<file path="src/rtl/control_unit_pkg.sv">
// Shared types and constants for the hardwired control unit.
// Opcode map, FSM state encoding, decoded-opcode flags and the strobe bundle.
package control_unit_pkg;

  localparam int unsigned OPW = 5;
  localparam int unsigned IRW = 32;

  localparam logic [OPW-1:0] ALU_ADD = 5'b00011;

  localparam logic [OPW-1:0] OP_LD   = 5'b00000;
  localparam logic [OPW-1:0] OP_LDI  = 5'b00001;
  localparam logic [OPW-1:0] OP_ST   = 5'b00010;
  localparam logic [OPW-1:0] OP_ADD  = 5'b00011;
  localparam logic [OPW-1:0] OP_SUB  = 5'b00100;
  localparam logic [OPW-1:0] OP_AND  = 5'b00101;
  localparam logic [OPW-1:0] OP_OR   = 5'b00110;
  localparam logic [OPW-1:0] OP_ADDI = 5'b01100;
  localparam logic [OPW-1:0] OP_NOP  = 5'b11010;
  localparam logic [OPW-1:0] OP_HALT = 5'b11011;

  typedef enum logic [3:0] {
    ST_INIT = 4'd0,
    ST_IDLE = 4'd1,
    ST_T0   = 4'd2,
    ST_T1   = 4'd3,
    ST_T2   = 4'd4,
    ST_T3   = 4'd5,
    ST_T4   = 4'd6,
    ST_T5   = 4'd7,
    ST_T6   = 4'd8,
    ST_T7   = 4'd9,
    ST_HALT = 4'd10
  } state_t;

  typedef struct packed {
    logic is_ld;
    logic is_ldi;
    logic is_st;
    logic is_alu;
    logic is_addi;
    logic is_nop;
    logic is_halt;
    logic is_bad;
  } dec_t;

  // Every Datapath strobe driven by the FSM, in one registered bundle.
  typedef struct packed {
    logic           dp_clear;
    logic           pc_out;
    logic           mdr_out;
    logic           zlo_out;
    logic           r_out;
    logic           c_out;
    logic           ba_out;
    logic           mar_in;
    logic           mdr_in;
    logic           ir_in;
    logic           y_in;
    logic           zlow_in;
    logic           pc_in;
    logic           r_in;
    logic           gra;
    logic           grb;
    logic           grc;
    logic           inc_pc;
    logic           read;
    logic           write;
    logic           halted;
    logic [OPW-1:0] op_sel;
  } ctrl_t;

  localparam ctrl_t CTRL_RESET = '{dp_clear: 1'b1, default: '0};

endpackage

</file>
<file path="src/rtl/control_unit_decode.sv">
// Opcode classifier: maps ir[31:27] to one-hot instruction-class flags.
module control_unit_decode
  import control_unit_pkg::*;
(
  input  logic [OPW-1:0] opcode,
  output dec_t           dec_c
);

  always_comb begin
    dec_c = '0;
    case (opcode)
      OP_LD:                         dec_c.is_ld   = 1'b1;
      OP_LDI:                        dec_c.is_ldi  = 1'b1;
      OP_ST:                         dec_c.is_st   = 1'b1;
      OP_ADD, OP_SUB, OP_AND, OP_OR: dec_c.is_alu  = 1'b1;
      OP_ADDI:                       dec_c.is_addi = 1'b1;
      OP_NOP:                        dec_c.is_nop  = 1'b1;
      OP_HALT:                       dec_c.is_halt = 1'b1;
      default:                       dec_c.is_bad  = 1'b1;
    endcase
  end

endmodule

</file>
<file path="src/rtl/control_unit.sv">
// Hardwired Moore control unit sequencing the Datapath through fetch (T0-T2)
// and execute (T3-T7); strobes are registered from the next-state decode.
module control_unit
  import control_unit_pkg::*;
(
  input  logic           clk,
  input  logic           clr,
  input  logic           run,
  input  logic           stop,
  input  logic [IRW-1:0] ir,
  output logic           dp_clear,
  output logic           PC_out,
  output logic           MDR_out,
  output logic           Zlo_out,
  output logic           R_out,
  output logic           C_out,
  output logic           BAout,
  output logic           MARin,
  output logic           MDRin,
  output logic           IRin,
  output logic           Yin,
  output logic           Zlowin,
  output logic           PCin,
  output logic           Rin,
  output logic           Gra,
  output logic           Grb,
  output logic           Grc,
  output logic           IncPC,
  output logic           Read,
  output logic           Write,
  output logic [OPW-1:0] op_sel,
  output logic           halted,
  output logic           illegal
);

  logic [OPW-1:0] opcode_c;
  logic           unused_ir_c;
  dec_t           dec_c;
  state_t         state_q, state_d, end_st_c;
  ctrl_t          ctrl_q, ctrl_d;
  logic           illegal_q, illegal_d;

  assign opcode_c    = ir[IRW-1 -: OPW];
  assign unused_ir_c = ^ir[IRW-OPW-1:0];

  control_unit_decode u_decode (
    .opcode (opcode_c),
    .dec_c  (dec_c)
  );

  // Strobes asserted while sitting in state s for the decoded instruction.
  function automatic ctrl_t decode_ctrl(input state_t s, input dec_t d,
                                        input logic [OPW-1:0] opc);
    ctrl_t c;
    c = '0;
    case (s)
      ST_INIT: c.dp_clear = 1'b1;
      ST_T0: begin
        c.pc_out = 1'b1; c.mar_in = 1'b1; c.inc_pc = 1'b1; c.zlow_in = 1'b1;
      end
      ST_T1: begin
        c.zlo_out = 1'b1; c.pc_in = 1'b1; c.read = 1'b1; c.mdr_in = 1'b1;
      end
      ST_T2: begin
        c.mdr_out = 1'b1; c.ir_in = 1'b1;
      end
      ST_T3: begin
        if (d.is_ld || d.is_ldi || d.is_st) begin
          c.grb = 1'b1; c.ba_out = 1'b1; c.y_in = 1'b1;
        end else if (d.is_alu || d.is_addi) begin
          c.grb = 1'b1; c.r_out = 1'b1; c.y_in = 1'b1;
        end
      end
      ST_T4: begin
        if (d.is_ld || d.is_ldi || d.is_st || d.is_addi) begin
          c.c_out = 1'b1; c.op_sel = ALU_ADD; c.zlow_in = 1'b1;
        end else if (d.is_alu) begin
          c.grc = 1'b1; c.r_out = 1'b1; c.op_sel = opc; c.zlow_in = 1'b1;
        end
      end
      ST_T5: begin
        if (d.is_ld || d.is_st) begin
          c.zlo_out = 1'b1; c.mar_in = 1'b1;
        end else if (d.is_ldi || d.is_alu || d.is_addi) begin
          c.zlo_out = 1'b1; c.gra = 1'b1; c.r_in = 1'b1;
        end
      end
      ST_T6: begin
        if (d.is_ld) begin
          c.read = 1'b1; c.mdr_in = 1'b1;
        end else if (d.is_st) begin
          c.gra = 1'b1; c.r_out = 1'b1; c.mdr_in = 1'b1;
        end
      end
      ST_T7: begin
        if (d.is_ld) begin
          c.mdr_out = 1'b1; c.gra = 1'b1; c.r_in = 1'b1;
        end else if (d.is_st) begin
          c.write = 1'b1;
        end
      end
      ST_HALT: c.halted = 1'b1;
      default: c = '0;
    endcase
    return c;
  endfunction

  assign end_st_c = stop ? ST_HALT : ST_T0;

  always_comb begin
    state_d   = state_q;
    illegal_d = illegal_q;
    case (state_q)
      ST_INIT: state_d = ST_IDLE;
      ST_IDLE: state_d = run ? ST_T0 : ST_IDLE;
      ST_T0:   state_d = ST_T1;
      ST_T1:   state_d = ST_T2;
      ST_T2: begin
        if (dec_c.is_bad) begin
          state_d   = ST_HALT;
          illegal_d = 1'b1;
        end else if (dec_c.is_halt) begin
          state_d = ST_HALT;
        end else if (dec_c.is_nop) begin
          state_d = end_st_c;
        end else begin
          state_d = ST_T3;
        end
      end
      ST_T3:   state_d = ST_T4;
      ST_T4:   state_d = ST_T5;
      ST_T5:   state_d = (dec_c.is_ldi || dec_c.is_alu || dec_c.is_addi) ? end_st_c : ST_T6;
      ST_T6:   state_d = ST_T7;
      ST_T7:   state_d = end_st_c;
      ST_HALT: state_d = ST_HALT;
      default: state_d = ST_INIT;
    endcase
    ctrl_d = decode_ctrl(state_d, dec_c, opcode_c);
  end

  always_ff @(posedge clk or negedge clr) begin
    if (!clr) begin
      state_q   <= ST_INIT;
      ctrl_q    <= CTRL_RESET;
      illegal_q <= 1'b0;
    end else begin
      state_q   <= state_d;
      ctrl_q    <= ctrl_d;
      illegal_q <= illegal_d;
    end
  end

  assign dp_clear = ctrl_q.dp_clear;
  assign PC_out   = ctrl_q.pc_out;
  assign MDR_out  = ctrl_q.mdr_out;
  assign Zlo_out  = ctrl_q.zlo_out;
  assign R_out    = ctrl_q.r_out;
  assign C_out    = ctrl_q.c_out;
  assign BAout    = ctrl_q.ba_out;
  assign MARin    = ctrl_q.mar_in;
  assign MDRin    = ctrl_q.mdr_in;
  assign IRin     = ctrl_q.ir_in;
  assign Yin      = ctrl_q.y_in;
  assign Zlowin   = ctrl_q.zlow_in;
  assign PCin     = ctrl_q.pc_in;
  assign Rin      = ctrl_q.r_in;
  assign Gra      = ctrl_q.gra;
  assign Grb      = ctrl_q.grb;
  assign Grc      = ctrl_q.grc;
  assign IncPC    = ctrl_q.inc_pc;
  assign Read     = ctrl_q.read;
  assign Write    = ctrl_q.write;
  assign op_sel   = ctrl_q.op_sel;
  assign halted   = ctrl_q.halted;
  assign illegal  = illegal_q;

endmodule
</file>
<file path="config.mk">
export PLATFORM = sky130hd
export DESIGN_NAME = control_unit
export DESIGN_NICKNAME = d
export VERILOG_FILES = /design/src/rtl/control_unit_pkg.sv /design/src/rtl/control_unit_decode.sv /design/src/rtl/control_unit.sv
export SDC_FILE = /design/constraint.sdc
export NUM_CORES = 1
export LEC_CHECK = 0
export CORE_ASPECT_RATIO = 1.5
export CORE_MARGIN = 1
export CORE_UTILIZATION = 40
export DETAILED_ROUTE_END_ITERATION = 6
export HOLD_SLACK_MARGIN = 0.1
export PLACE_DENSITY = 0.83
export SLEW_MARGIN = 20
export SYNTH_ARGS = -nofsm -noshare
export SYNTH_HDL_FRONTEND = slang
export SYNTH_SLANG_ARGS = --single-unit
</file>
<file path="constraint.sdc">
create_clock -name clk -period 2.1 [get_ports clk]
set_clock_uncertainty 0.05 [all_clocks]
set_input_delay 0.21 -clock clk [delete_from_list [all_inputs] [get_ports clk]]
set_output_delay 0.21 -clock clk [all_outputs]
set_load 0.01 [all_outputs]
</file>
== Word-level counts from Yosys, hierarchy flattened ==
Index checks and enable logic that the tools add are counted.
Word-level totals
  bits of input ports: 36
  logic and storage cells: 118
  output and inout port bits: 27
  register bits after elaboration: 29
Operators by class
  reduce and logical (&&, ||, !) cells: 13
  bitwise gates (word level): 1
  mux-type cells: 54
  equal/unequal tests: 28
Operator list (count)
  4-bit case mux with 11 select lines: 1
  4-bit by 3-bit == test with 1-bit output, second input constant: 8
  1-bit two-way mux: 32
  4-bit == test, second input constant: 6
  4-bit two-way mux: 5
  4-bit by 2-bit == test with 1-bit output, second input constant: 4
  5-bit by 3-bit == test with 1-bit output, second input constant: 3
  5-bit two-way mux: 3
  1-bit case mux with 2 select lines: 7
  5-bit by 2-bit == test with 1-bit output, second input constant: 2
  5-bit == test, second input constant: 2
  10-bit OR reduction: 1
  4-bit zero test: 2
  2-bit two-way mux: 4
  1-bit logical OR: 7
  1-bit case mux with 3 select lines: 2
  5-bit by 1-bit == test with 1-bit output, second input constant: 1
  5-bit by 4-bit == test with 1-bit output, second input constant: 1
  5-bit zero test: 1
  4-bit by 1-bit == test with 1-bit output, second input constant: 1
  4-bit OR reduction: 1
  2-bit AND reduction: 1
  1-bit NOT: 1

== Depth between registers and ports, before layout ==
Gate-level depths: netlist of the first run.
  word-level depth: 9
  mapped depth: 7
  depth with buffers taken out: 5

== Modules after synthesis ==
Synthesis of the first run repeated with hierarchy kept, for this count alone.
Unflattened totals
  cells, all modules: 129
  area total of the unflattened synthesis: 1435.1 µm²
Modules (own cells, without submodules)
  control_unit: seq. area each 726.9 µm², instances 1, cells an instance 112, area an instance 1313.8 µm²
  control_unit_decode: seq. area each 0.0 µm², instances 1, cells an instance 17, area an instance 121.4 µm²

== Worst setup path after synthesis of the first run ==
No wires, ideal clock.
  path kind: register to register
  start point: register state_q[2]
  end point: register ctrl_q (netlist bit Zlowin)
  library setup time: 96 ps
  cell stages (with the launch flop): 8
  required time: 1954 ps
  path slack: 311 ps
  arrival: 1643 ps
  buffers on the path: 2
  period minus slack after synthesis: 1789 ps
  cell sequence: dfrtp_1 -> buf_2 -> nand2b_1 -> clkbuf_1 -> o22ai_1 -> a221o_1 -> a31o_4 -> o32ai_2
RTL lines
  start: declaration: RTL line control_unit.sv:39  | state_t state_q, state_d, end_st_c;
  start signal: assignment: RTL line control_unit.sv:147  | state_q <= state_d;
  end signal: assignment: RTL line control_unit.sv:148  | ctrl_q <= ctrl_d;
  end: declaration: RTL line control_unit.sv:40  | ctrl_t ctrl_q, ctrl_d;

==> results.yml, run 1 <==
placement:
  dp_cells: 210
  pre_cts_slack_ps: -171
  io_buffers: 35
  dp_hpwl_um: 2230
  place.gp.congestion: 0.920
  dpl_cell_area_um2: 1800
outcome:
  outcome: "complete, no violations"
synth:
  synth_cells: 131
  syn_area_um2: 1340
  synth_async_sr_flop_share_pct: 100
  ys_ff_latch: 29
  synth_ff_type: "dfrtp_1"
  avgSynthCellArea_um2: 10.2
  synth_cell_types: 44
  yosys.area.top_type: "dfrtp_1"
  synth_top_area_share_pct: 52.5
  yosysWarnings: 0
  yosys-top-cells-area: "dfrtp_1, nor2_1, a21oi_1"
  yosysSeqAreaShare_pct: 54.5
  synth_edf_count: 0
floorplanning:
  dieArea_um2: 3580
  core_area_um2: 3160
  die_h_um: 72.8
  start_util_pct: 42.3
  die_width_um: 49.2
  pin_count: 63
  rows: 25
routing:
  vias: 1181
  avgRoutedWirePerCell_um: 14.0
  drtIter0Drc: 65
  detail-route-antenna-nets: 0
  viasPerCell: 5.42
  dr.pass1.iters: 4
  drc: 0
  totalWireLength_um: 3060
clock_tree:
  htreeDepth: 2
  clk_latency_ps: 280
  ctsResizeCount: 0
  cts_tree: "yes"
  cts_buffer_depth: 2
  path_clk_slew_ps: 60
  cts_num_sinks: 29
  postCtsSetupBuffers: 0
  cts_root_buf: "clkbuf_8"
  numCtsBuffers: 5
  ctsHoldBuffers: 0
cells_and_area:
  fin_nets: 213
  syn2layout_area_growth_pct: 42.3
  layout_common_cells: "clkdlybuf4s50_1, dfrtp_1, buf_4"
  finalInstanceArea_um2: 1900
  multi_input_area_um2: 539
  drive_above_1_share_pct: 16.3
  seq_area_um2: 727
  fillers: 261
  layoutNonFillerInstCount: 218
  largest_reg_flops: 5
  mostFrequentLayoutCell: "clkdlybuf4s50_1"
  num_antenna_cells: 0
critical_path:
  cp.arrival_ps: 2130
  cp_data_required_time_ps: 2240
  worst-setup-path-type: "input pin to flop"
  critPathLaunchType: "input pin"
  path_max_fanout: 5
  cp-end-kind: "flop"
pwr:
  total_power_uw: 2210
  power.switching_uw: 752
  power.leakage_uw: 0.000834
  power_frac_comb_pct: 40.5
  p_int_uw: 1450
  peakVddDrop_uv: 674
  power_frac_clock_pct: 22.5
  pwr-share-seq_pct: 37.0
  p_sw_share_pct: 34.1
  power.density_nw_per_um2: 1160
timing:
  slew_headroom_pct: 63.9
  setup_ws_ps: 111
  post-route-min-period_ps: 1990
  period_share_pct: 94.7
  tightest_slew_ps: 536
  holdWs_ps: 262
  hold_violations: 0
  rsz0062_at_grt: "no"
  drv_slew: 0
  fmax_ghz: 0.503
  setup-violations-final: 0
worst_hold_path:
  hold_class: "input pin to asynchronous set/reset pin"
run:
  drv_cap: 0
global_route:
  grt_pass1_vias: 1145
  gr-total-overflow: 0
  grt_use_total_pct: 19.4
  grt_pass1_wl_um: 5020
  grt_max_degree: 30
  antenna_found_initial: 0
[area by class of cell]
| class | instances | area share, % |
|---|---|---|
| Clock buffer | 7 | 5.07 |
| Inverter | 5 | 0.988 |
| Tap cell | 40 | 2.64 |
| Clock inverter | 1 | 0.264 |
| Sequential cell | 29 | 38.3 |
| Multi-Input combinational cell | 86 | 28.4 |
| Timing Repair Buffer | 50 | 24.4 |
[stage by stage]
| stage | setup TNS [ps] | utilization, % |
|---|---|---|
| after floorplan | 0 | - |
| after global placement | -405 | 56.9 |
| after detailed placement | -494 | 56.9 |
| after CTS | 0 | 60.1 |
| after global routing | 0 | 60.1 |
| final | 0 | 60.1 |
[layer usage]
layer  global-route usage (%)  share of wire (%)
met1                     18.9                 36
met2                     35.5                 55
met3                     3.33                5.9
met4                     15.4                3.3
met5                        0                  0
[critical path: stages]
cell and delay (ps):
clkdlybuf4s50_1 440, a21o_1 200, a221o_1 380, a221o_1 400
a31o_4 240, o32ai_2 250
[logic make-up after synthesis]
logic type | after synthesis | synth area share (%)
buf+inv | 17 | 5.44
other cells | 1 | 0.281
simple gates | 43 | 16.5
xor+xnor | 2 | 1.31
mux | 1 | 0.843
compound gates | 38 | 21.2
flops | 29 | 54.5
[cell usage after synthesis (2+ instances only)]
master     n
nand4_1    2
nor4_1     2
nand2_1    7
a221o_1    2
o31a_1     2
a211oi_1   2
buf_4      2
inv_1      5
nor2_1    12
or3_1      2
clkbuf_1   9
o21a_1     2
o22ai_1    2
and3_1     2
nor3_1     5
nand2b_1   5
o31ai_1    2
a21oi_1    7
dfrtp_1   28
o21ai_0    6
o21bai_1   2
[power by group through the flow]
stage	logic, µW	registers, µW	clock network, µW
3_5_place_dp	881	818	0
6_report	893	816	495
5_1_grt	973	827	527
4_1_cts	887	808	509
3_3_place_gp	848	807	0
2_1_floorplan	501	811	0
[path summary, 6_finish.rpt]
path | from | endpoint | slack (ps) | depth (start not counted)
max in group asynchronous | clr | dp_clear$_DFF_PN1_ | 1440 | 2
hold / removal | clr | op_sel[1]$_DFF_PN0_ | 260 | 2
setup / recovery | ir[29] | Zlowin$_DFF_PN0_ | 110 | 6
setup reg to reg | state_q[2]$_DFF_PN0_ | Zlowin$_DFF_PN0_ | 190 | 5
min in group clk | illegal$_DFFE_PN0P_ | illegal$_DFFE_PN0P_ | 420 | 1
hold reg to reg | illegal$_DFFE_PN0P_ | illegal$_DFFE_PN0P_ | 420 | 1
Power figures use the tool's default switching activity.
==> run 2, diff against run 1 <==
--- a/config.mk
+++ b/config.mk
@@ -5,6 +5,7 @@
 export SDC_FILE = /design/constraint.sdc
 export NUM_CORES = 1
 export LEC_CHECK = 0
+export ABC_CLOCK_PERIOD_IN_PS = 2100
 export CORE_ASPECT_RATIO = 1.5
 export CORE_MARGIN = 1
 export CORE_UTILIZATION = 40
==> results of run 2 <==
Same layout as run 1: the final DEF is identical, and so are final timing and power.
==> RTL edit (settings of run 1) <==
The 11 states of `state_t` get a Gray code encoding in 4 bits.
--- a/src/rtl/control_unit_pkg.sv
+++ b/src/rtl/control_unit_pkg.sv
@@ -19,17 +19,17 @@
   localparam logic [OPW-1:0] OP_HALT = 5'b11011;
 
   typedef enum logic [3:0] {
-    ST_INIT = 4'd0,
-    ST_IDLE = 4'd1,
-    ST_T0   = 4'd2,
-    ST_T1   = 4'd3,
-    ST_T2   = 4'd4,
-    ST_T3   = 4'd5,
-    ST_T4   = 4'd6,
-    ST_T5   = 4'd7,
-    ST_T6   = 4'd8,
-    ST_T7   = 4'd9,
-    ST_HALT = 4'd10
+    ST_INIT = 4'b0000,
+    ST_IDLE = 4'b0001,
+    ST_T0   = 4'b0011,
+    ST_T1   = 4'b0010,
+    ST_T2   = 4'b0110,
+    ST_T3   = 4'b0111,
+    ST_T4   = 4'b0101,
+    ST_T5   = 4'b0100,
+    ST_T6   = 4'b1100,
+    ST_T7   = 4'b1101,
+    ST_HALT = 4'b1111
   } state_t;
 
   typedef struct packed {
Function: same outputs for any inputs over 10 cycles, from zero or initial values; not proved beyond that.
==> RTL edit against run 1 <==
  * Combinational power fell by 9.2%
  * Sequential share of layout area shrank 1.3 points
  * Area after synthesis increased by 4.4%
  * Sequential cell count stayed put
  * Worst setup slack improved by 0.11 ns
  * Total power fell by 6.6%
  * Final cell count increased by 4.1%
  * Critical path depth unchanged
  * Wire length shrank 3.3%
  * Count of clock-buffer cells in the layout grew 1
  * Register-to-register slack gained 0.10 ns
  * Final area up 3.5%
  * Sequential power shrank 2.7%
  * Largest cell class unchanged
  * Largest power group unchanged
  * Highest routed layer unchanged
==> RTL edit: results <==
metrics = {
    "run_status": {
        "run_status": "complete, no violations",
    },
    "clock_network": {
        "numCtsBuffers": 5,
        "post_cts_buffers": 0,
        "cts.reportedPaths.clkPinSlew_ns": 0.06,
    },
    "finish": {
        "nFillCells": 260,
        "final_cell_area_sq_mm": 0.00197,
        "diodes": 0,
        "final_cells": 227,
        "clock_buffers": 8,
        "drive_above_1_share": 0.182,
        "seq_share": 0.370,
        "clk_share": 0.0458,
        "layout.non_clock_buffers": 52,
        "comb.multi_input.count": 90,
        "n_all_inverters": 8,
    },
    "critical_path": {
        "slowest_stage": "or4_1",
        "r2r_end": "Read$_DFF_PN0_",
        "r2r_start": "state_q[1]$_DFF_PN0_",
        "cp.arrival_ns": 2.02,
        "cp_slowest_stage_delay_ns": 0.55,
    },
    "detailed_routing": {
        "wl_met3_um": 130,
        "dr.pass1.iters": 5,
        "routed_wl_mm": 2.96,
        "drt-initial-drc-count": 26,
        "wl_met2_mm": 1.71,
        "via_per_inst": 5.33,
        "met1_length_mm": 1.02,
    },
    "logic_synthesis": {
        "synthCells": 136,
        "yosys-top-cells-count": "28 x dfrtp_1, 12 x nor2_1, 9 x nand2_1",
        "yosysUniqueCellTypes": 46,
        "ys_seq_area_frac": 0.522,
        "avgSynthCellArea_sq_um": 10.2,
        "async_flop_share": 1.00,
    },
    "pwr": {
        "vdd.ir_drop.worst_uv": 665,
        "powerSeq_mw": 0.794,
        "p_leak_nw": 0.893,
        "clockPowerShare": 0.221,
        "intPower_mw": 1.35,
    },
    "placed_design": {
        "place_area_sq_mm": 0.00188,
        "dp_hpwl_mm": 2.24,
        "dp.cells": 219,
        "gp_congestion": 0.857,
        "dp_slack_ns": -0.0643,
    },
    "global_route": {
        "grt_pass1_wl_mm": 4.93,
        "grt_pass1_vias": 1130,
        "grtUsageTotal": 0.181,
        "use_met3": 0.0348,
        "grt_use_met1": 0.178,
    },
}
RTL edit: worst max-delay path by stage:
stage	end	slack, ns	startpoint
after floorplan	Gra$_DFF_PN0_	0.43	ir[27]
after global placement	Gra$_DFF_PN0_	-0.03	ir[30]
after detailed placement	MARin$_DFF_PN0_	-0.06	ir[27]
after CTS	MARin$_DFF_PN0_	0.22	ir[27]
after global routing	R_out$_DFF_PN0_	0.14	state_q[3]$_DFF_PN0_
final	MARin$_DFF_PN0_	0.22	ir[27]
RTL edit: worst register-to-register path, stage by stage (launching register included):
cell and delay (ns):
dfrtp_1 0.52, nand2b_1 0.28, nand2_1 0.11, a221oi_2 0.31, a31oi_2 0.06, buf_4 0.17, o31ai_1 0.21
RTL edit: cells by family (layout without fill, tap and decap cells):
kind of cell,after synthesis,in the layout,share of synthesized area
xor+xnor,1,1,0.00628
compound gates,42,42,0.236
flops,29,29,0.522
mux,1,1,0.00808
buf+inv,18,68,0.0574
simple gates,44,44,0.168
other cells,1,2,0.00269
